## config.mk

```make
export PLATFORM = sky130hd
export DESIGN_NAME = video_timing
export DESIGN_NICKNAME = d
export VERILOG_FILES = /design/src/rtl/video_timing.sv
export SDC_FILE = /design/constraint.sdc
export NUM_CORES = 1
export LEC_CHECK = 0
export ABC_AREA = 1
export BUFFER_PORTS_ARGS = -buffer_cell sky130_fd_sc_hd__buf_2
export CAP_MARGIN = 15
export CELL_PAD_IN_SITES_DETAIL_PLACEMENT = 0
export CELL_PAD_IN_SITES_GLOBAL_PLACEMENT = 2
export CORE_ASPECT_RATIO = 1.4
export CORE_UTILIZATION = 36
export DETAILED_ROUTE_END_ITERATION = 10
export GPL_ROUTABILITY_DRIVEN = 0
export PLACE_DENSITY_LB_ADDON = 0.1
export REMOVE_ABC_BUFFERS = 1
export SLEW_MARGIN = 20
export SYNTH_ARGS = -nofsm -noshare
export SYNTH_HDL_FRONTEND = slang
export SYNTH_SLANG_ARGS = --single-unit
```

## constraint.sdc

```tcl
create_clock -name CLK_PIXEL -period 11.7 [get_ports CLK_PIXEL]
set_input_delay 2.925 -clock CLK_PIXEL [delete_from_list [all_inputs] [get_ports CLK_PIXEL]]
set_output_delay 2.925 -clock CLK_PIXEL [all_outputs]
set_load 0.01 [all_outputs]
```

## src/rtl/video_timing.sv

```systemverilog
// Pixel-clock sequencer for the attribute/pixel stage: phase/column/line counters,
// screen-memory fetch addressing, per-cell strobes, blanking and syncs.
module video_timing #(
  parameter int unsigned PIX_PER_CHAR   = 6,
  parameter int unsigned CHARS_PER_LINE = 64,
  parameter int unsigned VIS_CHARS      = 40,
  parameter int unsigned VIS_LINES      = 224,
  parameter int unsigned HIRES_LINES    = 200,
  parameter int unsigned LINES_50       = 312,
  parameter int unsigned LINES_60       = 264,
  parameter int unsigned VS_50          = 256,
  parameter int unsigned VS_60          = 236,
  parameter int unsigned HS_START       = 49
) (
  input  logic        CLK_PIXEL,
  input  logic        RESETn,
  input  logic        FREQ_SEL,
  input  logic        TXTHIR_SEL,
  input  logic        DBLSTD_SEL,
  input  logic        isAttrib,
  output logic [2:0]  PHASE,
  output logic [5:0]  COLUMN,
  output logic [8:0]  LINE,
  output logic [2:0]  CHROWCNT,
  output logic [15:0] VAP1,
  output logic        VAP_SEL,
  output logic        DATABUS_EN,
  output logic        ATTRIB_DEC,
  output logic        LDFROMBUS,
  output logic        LD_REG_0,
  output logic        RELD_REG,
  output logic        RELOAD_SEL,
  output logic        BLANKINGn,
  output logic        HSYNCn,
  output logic        VSYNCn
);

  localparam logic [2:0] LastPhase   = 3'(PIX_PER_CHAR - 1);
  localparam logic [5:0] LastCol     = 6'(CHARS_PER_LINE - 1);
  localparam logic [5:0] VisChars    = 6'(VIS_CHARS);
  localparam logic [8:0] VisLines    = 9'(VIS_LINES);
  localparam logic [8:0] HiresLines  = 9'(HIRES_LINES);
  localparam logic [8:0] Last50      = 9'(LINES_50 - 1);
  localparam logic [8:0] Last60      = 9'(LINES_60 - 1);
  localparam logic [8:0] Vs50        = 9'(VS_50);
  localparam logic [8:0] Vs60        = 9'(VS_60);
  localparam logic [5:0] HsFirst     = 6'(HS_START);
  localparam logic [5:0] HsLast      = 6'(HS_START + 3);
  localparam logic [8:0] PixPerChar9 = 9'(PIX_PER_CHAR);
  // Blanking window in pixel index within the line, delayed one cycle to match the shifter.
  localparam logic [8:0] BlankOn     = 9'(PIX_PER_CHAR + 1);
  localparam logic [8:0] BlankOff    = 9'((VIS_CHARS + 1) * PIX_PER_CHAR);

  logic [2:0]  phase_q, phase_d;
  logic [5:0]  column_q, column_d;
  logic [8:0]  line_q, line_d;
  logic        run_q, freq_q, freq_d;
  logic        txthir_q, txthir_d, hires_q, hires_d;
  logic [2:0]  chrow_q, chrow_d;
  logic [15:0] vap1_q, vap1_d;
  logic        de0_q, de0_d, ad_q, ad_d, win2_q, win2_d;
  logic        ldfb_q, ldfb_d, ld0_q, ld0_d, vap3_q, vap3_d;
  logic        reld_q, reld_d, reload_q, reload_d;
  logic        blank_n_q, blank_n_d, hsync_n_q, hsync_n_d, vsync_n_q, vsync_n_d;

  logic        phase_wrap, column_wrap, frame_wrap;
  logic [8:0]  last_line;

  // Counters; the cycle after reset release repeats position 0 so it is the first active cell.
  always_comb begin
    last_line   = freq_q ? Last60 : Last50;
    phase_wrap  = (phase_q == LastPhase);
    column_wrap = phase_wrap && (column_q == LastCol);
    frame_wrap  = column_wrap && (line_q == last_line);
    phase_d     = '0;
    column_d    = '0;
    line_d      = '0;
    freq_d      = freq_q;
    if (run_q) begin
      phase_d  = phase_wrap ? 3'd0 : phase_q + 3'd1;
      column_d = column_q;
      line_d   = line_q;
      if (phase_wrap) column_d = column_wrap ? 6'd0 : column_q + 6'd1;
      if (column_wrap) line_d = frame_wrap ? 9'd0 : line_q + 9'd1;
      if (frame_wrap) freq_d = FREQ_SEL;
    end
  end

  logic        cell_start, split_d, active_d, ph_is_0, ph_is_1, ph_is_2, ph_is_3, ph_is_5;
  logic [8:0]  trow_line, pix_idx, vs_first;
  logic [5:0]  trow;
  logic [15:0] row_base, row_off, addr_base;

  // Registered outputs are computed from the next position so they line up with the counters.
  always_comb begin
    cell_start = (phase_d == 3'd0) && (column_d == 6'd0);
    txthir_d   = cell_start ? TXTHIR_SEL : txthir_q;
    hires_d    = cell_start ? (TXTHIR_SEL && (line_d < HiresLines)) : hires_q;

    split_d   = txthir_d && (line_d >= HiresLines) && (line_d < VisLines);
    trow_line = split_d ? (line_d - HiresLines) : line_d;
    trow      = 6'(trow_line >> 3);
    row_base  = hires_d ? {7'd0, line_d} : {10'd0, trow};
    row_off   = (row_base << 5) + (row_base << 3);
    addr_base = hires_d ? 16'hA000 : (split_d ? 16'hBF68 : 16'hBB80);
    vap1_d    = addr_base + row_off + {10'd0, column_d};
    chrow_d   = DBLSTD_SEL ? {trow[0], line_d[2:1]} : line_d[2:0];

    active_d = (column_d < VisChars) && (line_d < VisLines);
    ph_is_0  = (phase_d == 3'd0);
    ph_is_1  = (phase_d == 3'd1);
    ph_is_2  = (phase_d == 3'd2);
    ph_is_3  = (phase_d == 3'd3);
    ph_is_5  = (phase_d == 3'd5);
    de0_d    = active_d && ph_is_0;
    ad_d     = active_d && ph_is_1;
    win2_d   = active_d && ph_is_2 && !hires_d;
    // isAttrib is valid during phase 2, which is when the phase-3 strobes are computed.
    ldfb_d   = active_d && ph_is_3 && !isAttrib;
    ld0_d    = ph_is_3 && (!active_d || isAttrib);
    vap3_d   = ldfb_d && !hires_d;
    reld_d   = ph_is_5;
    reload_d = ph_is_5 && (column_d == LastCol);

    pix_idx   = ({3'd0, column_d} * PixPerChar9) + {6'd0, phase_d};
    blank_n_d = (line_d < VisLines) && (pix_idx >= BlankOn) && (pix_idx <= BlankOff);
    hsync_n_d = !((column_d >= HsFirst) && (column_d <= HsLast));
    vs_first  = freq_d ? Vs60 : Vs50;
    vsync_n_d = !((line_d >= vs_first) && (line_d <= vs_first + 9'd3));
  end

  always_ff @(posedge CLK_PIXEL) begin
    if (!RESETn) begin
      phase_q   <= '0;
      column_q  <= '0;
      line_q    <= '0;
      run_q     <= 1'b0;
      freq_q    <= 1'b0;
      txthir_q  <= 1'b0;
      hires_q   <= 1'b0;
      chrow_q   <= '0;
      vap1_q    <= 16'hBB80;
      de0_q     <= 1'b0;
      ad_q      <= 1'b0;
      win2_q    <= 1'b0;
      ldfb_q    <= 1'b0;
      ld0_q     <= 1'b0;
      vap3_q    <= 1'b0;
      reld_q    <= 1'b0;
      reload_q  <= 1'b0;
      blank_n_q <= 1'b0;
      hsync_n_q <= 1'b1;
      vsync_n_q <= 1'b1;
    end else begin
      phase_q   <= phase_d;
      column_q  <= column_d;
      line_q    <= line_d;
      run_q     <= 1'b1;
      freq_q    <= freq_d;
      txthir_q  <= txthir_d;
      hires_q   <= hires_d;
      chrow_q   <= chrow_d;
      vap1_q    <= vap1_d;
      de0_q     <= de0_d;
      ad_q      <= ad_d;
      win2_q    <= win2_d;
      ldfb_q    <= ldfb_d;
      ld0_q     <= ld0_d;
      vap3_q    <= vap3_d;
      reld_q    <= reld_d;
      reload_q  <= reload_d;
      blank_n_q <= blank_n_d;
      hsync_n_q <= hsync_n_d;
      vsync_n_q <= vsync_n_d;
    end
  end

  // The phase-2 second fetch is cancelled by the live attribute flag, valid only from phase 2.
  logic fetch2;
  assign fetch2     = win2_q && !isAttrib;
  assign PHASE      = phase_q;
  assign COLUMN     = column_q;
  assign LINE       = line_q;
  assign CHROWCNT   = chrow_q;
  assign VAP1       = vap1_q;
  assign VAP_SEL    = fetch2 || vap3_q;
  assign DATABUS_EN = de0_q || fetch2;
  assign ATTRIB_DEC = ad_q;
  assign LDFROMBUS  = ldfb_q;
  assign LD_REG_0   = ld0_q;
  assign RELD_REG   = reld_q;
  assign RELOAD_SEL = reload_q;
  assign BLANKINGn  = blank_n_q;
  assign HSYNCn     = hsync_n_q;
  assign VSYNCn     = vsync_n_q;

endmodule

```

==> results.sh <==
export IMPL_vias=3410
export IMPL_period_needed_ns=6.587
export IMPL_grt_total_usage_pct=18.40
export IMPL_synth_flop_cell="dfxtp_1"
export IMPL_die_w_um=89.94
export IMPL_setup_viol=0
export IMPL_htree_levels=2
export IMPL_crit_top_cell="nand2_1"
export IMPL_clock_sinks=49
export IMPL_max_freq_mhz=151.8
export IMPL_start_util_pct=37.26
export IMPL_grt_max_degree=29
export IMPL_hold_path_class="reg2reg"
export IMPL_status="finished clean"
export IMPL_cpPeakStageDelay_ns=0.53
export IMPL_synthTopCellsByArea="dfxtp_1 (25%), ha_1 (14%), nand2_1 (11%)"
export IMPL_synth_top_cell_by_area="dfxtp_1"
export IMPL_syn_area_um2=3897
export IMPL_worst_pin_slew_ns=0.5808
export IMPL_synth_seq_cells=49
export IMPL_grt_pass1_wl_mm=16.50
export IMPL_num_rows=44
export IMPL_worstSkewPairLatency_ns=0.30
export IMPL_die_h_um=125.1
export IMPL_crit_type="in2reg"
export IMPL_grt_setup_unrepaired="false"
export IMPL_wl_mm=9.702
export IMPL_clkTransAtPathRegs_ns=0.07
export IMPL_p_leak_nw=2.308
export IMPL_hold_slack_ns=0.5271
export IMPL_coreArea_um2=10460
export IMPL_p_per_area_nw_per_um2=89.66
export IMPL_synth_cell_types=42
export IMPL_cts_buffers=5
export IMPL_drv_cap=0
export IMPL_slew_headroom_pct=61.02
export IMPL_avgRoutedWirePerCell_um=13.27
export IMPL_overflow=0
export IMPL_grt_pass1_vias=3395
export IMPL_multi_input_area_um2=2484
export IMPL_path_max_fanout=6
export IMPL_ant_nets=0
export IMPL_first_pass_iters=4
export IMPL_drive_above_1_share_pct=17.71
export IMPL_antenna_found_initial=0
export IMPL_clockBufferDepth=2
export IMPL_cp_buffers_inverters=4
export IMPL_slowest_stage="fa_1"
export IMPL_syn_to_final_growth_pct=14.25
export IMPL_setup_tns_ns=0
export IMPL_dp_hpwl_mm=7.871
export IMPL_seqCellArea_um2=980.9
export IMPL_slew_violations=0
export IMPL_antennaDiodeCount=0
export IMPL_ys_warnings_count=0
export IMPL_cts_resized=0
export IMPL_pin_count=53
export IMPL_ir_drop_mv=0.06083
export IMPL_fillers=1195
export IMPL_cp_top_family="adder cells"
export IMPL_synth_top_area_share_pct=25.17
export IMPL_post_dp_cell_area_um2=4277
export IMPL_nNetsFinal=654
export IMPL_postSynthCellCount=542
export IMPL_finalHoldViolCount=0
export IMPL_crit_required_ns=11.88
export IMPL_synth_edf_count=0
export IMPL_via_per_inst=4.665
export IMPL_avgSynthCellArea_um2=7.191
export IMPL_dieArea_um2=11250
export IMPL_cts_root_buf="clkbuf_16"
export IMPL_hold_buffers=0
export IMPL_layout_commonest_cell="nand2_1"
export IMPL_cts_tree="built"
export IMPL_arrival_ns=6.77
export IMPL_drtIter0Drc=101
export IMPL_postCtsSetupBuffers=0
export IMPL_drc=0
export IMPL_io_buffers=52
export IMPL_critPathCaptureType="flip-flop"
export IMPL_finalCritPeriodShare_pct=56.30
export IMPL_finClkSkew_ns=0.01017
export IMPL_finish_instance_area_um2=4453
export IMPL_ys_async_sr_fraction_pct=0
export IMPL_start_kind="input port"
export IMPL_mostFrequentLayoutCells="nand2_1 (111), inv_1 (93), nor2_1 (71)"
export IMPL_ys_seq_area_share_pct=25.17
-- power breakdown --
group / internal (W) / switching (W)
combinational: 0.0000187 / 0.0000328
sequential: 0.000172 / 0.00000236
clock: 0.000107 / 0.0000665
-- cell type report --
class | count | share of cell area (%)
flip-flops and latches | 49 | 22.03
inverters | 99 | 8.345
clock buffers | 6 | 3.119
clock inverters | 2 | 0.8429
multi-input cells | 384 | 55.77
well taps | 138 | 3.878
repair buffers | 53 | 6.013
-- kinds of logic (layout without fill, tap and decap cells) --
kind of cell	count (synthesis)	count (layout)	share of synthesized area, %
AO/OA/AOI/OAI	57	57	9.182
XOR/XNOR	16	16	3.596
adder cells (fa/ha/maj)	56	56	20.29
buffers and inverters	109	160	11.11
flip-flops	49	49	25.17
AND/OR/NAND/NOR	255	255	30.66
-- flip-flops by register name (all words and copies together), names as in the netlist, 3 cells and up --
| register | count |
|---|---|
| PHASE | 3 |
| VAP1 | 13 |
| CHROWCNT | 3 |
| COLUMN | 6 |
| LINE | 9 |
-- final timing paths --
path / from / endpoint / slack (ns) / cells after the start
setup / recovery: TXTHIR_SEL / VAP1[15]$_SDFF_PN1_ / 5.11 / 25
hold / removal: PHASE[2]$_SDFF_PN0_ / ATTRIB_DEC$_SDFF_PN0_ / 0.53 / 1
hold reg to reg: PHASE[2]$_SDFF_PN0_ / ATTRIB_DEC$_SDFF_PN0_ / 0.53 / 1
setup reg to reg: COLUMN[0]$_SDFF_PN0_ / VAP1[15]$_SDFF_PN1_ / 5.77 / 36
-- per-stage QoR --
step,cells,worst slack [ns],utilization [%],total power (W)
2_1_floorplan,532,5.115,-,0.0002135
3_3_place_gp,723,4.892,40.89,0.0002309
3_5_place_dp,723,4.807,40.89,0.0002313
4_1_cts,731,5.097,42.57,0.0004073
5_1_grt,731,4.583,42.57,0.0004197
6_report,731,5.113,42.57,0.0003993
-- layer usage --
layer  track usage [%]  vias to the layer above  share of wire, %
li1                  -                     1792                 -
met1             20.48                     1566                41
met2             36.20                       46                55
met3             1.825                        6               2.0
met4             5.693                        0               1.2
met5                 0                        -                 0
-- synth_stat cells, types with 2 or more instances --
master	n
o21ai_1	5
buf_1	2
o21ai_2	4
a21oi_2	3
inv_2	6
ha_1	44
buf_4	4
nand3_4	2
xor2_1	8
nand3_1	30
nand4_1	4
nand2_1	111
fa_1	12
nor2_4	4
nor4_1	3
o2111ai_1	2
o21bai_1	4
nand2_2	11
inv_1	93
clkbuf_1	2
xnor2_1	8
nor2_1	71
nor2_8	2
nand2_4	3
nor3_1	6
o21ai_0	13
or2_2	3
dfxtp_1	49
a21oi_1	20
Power figures use the tool's default switching activity.
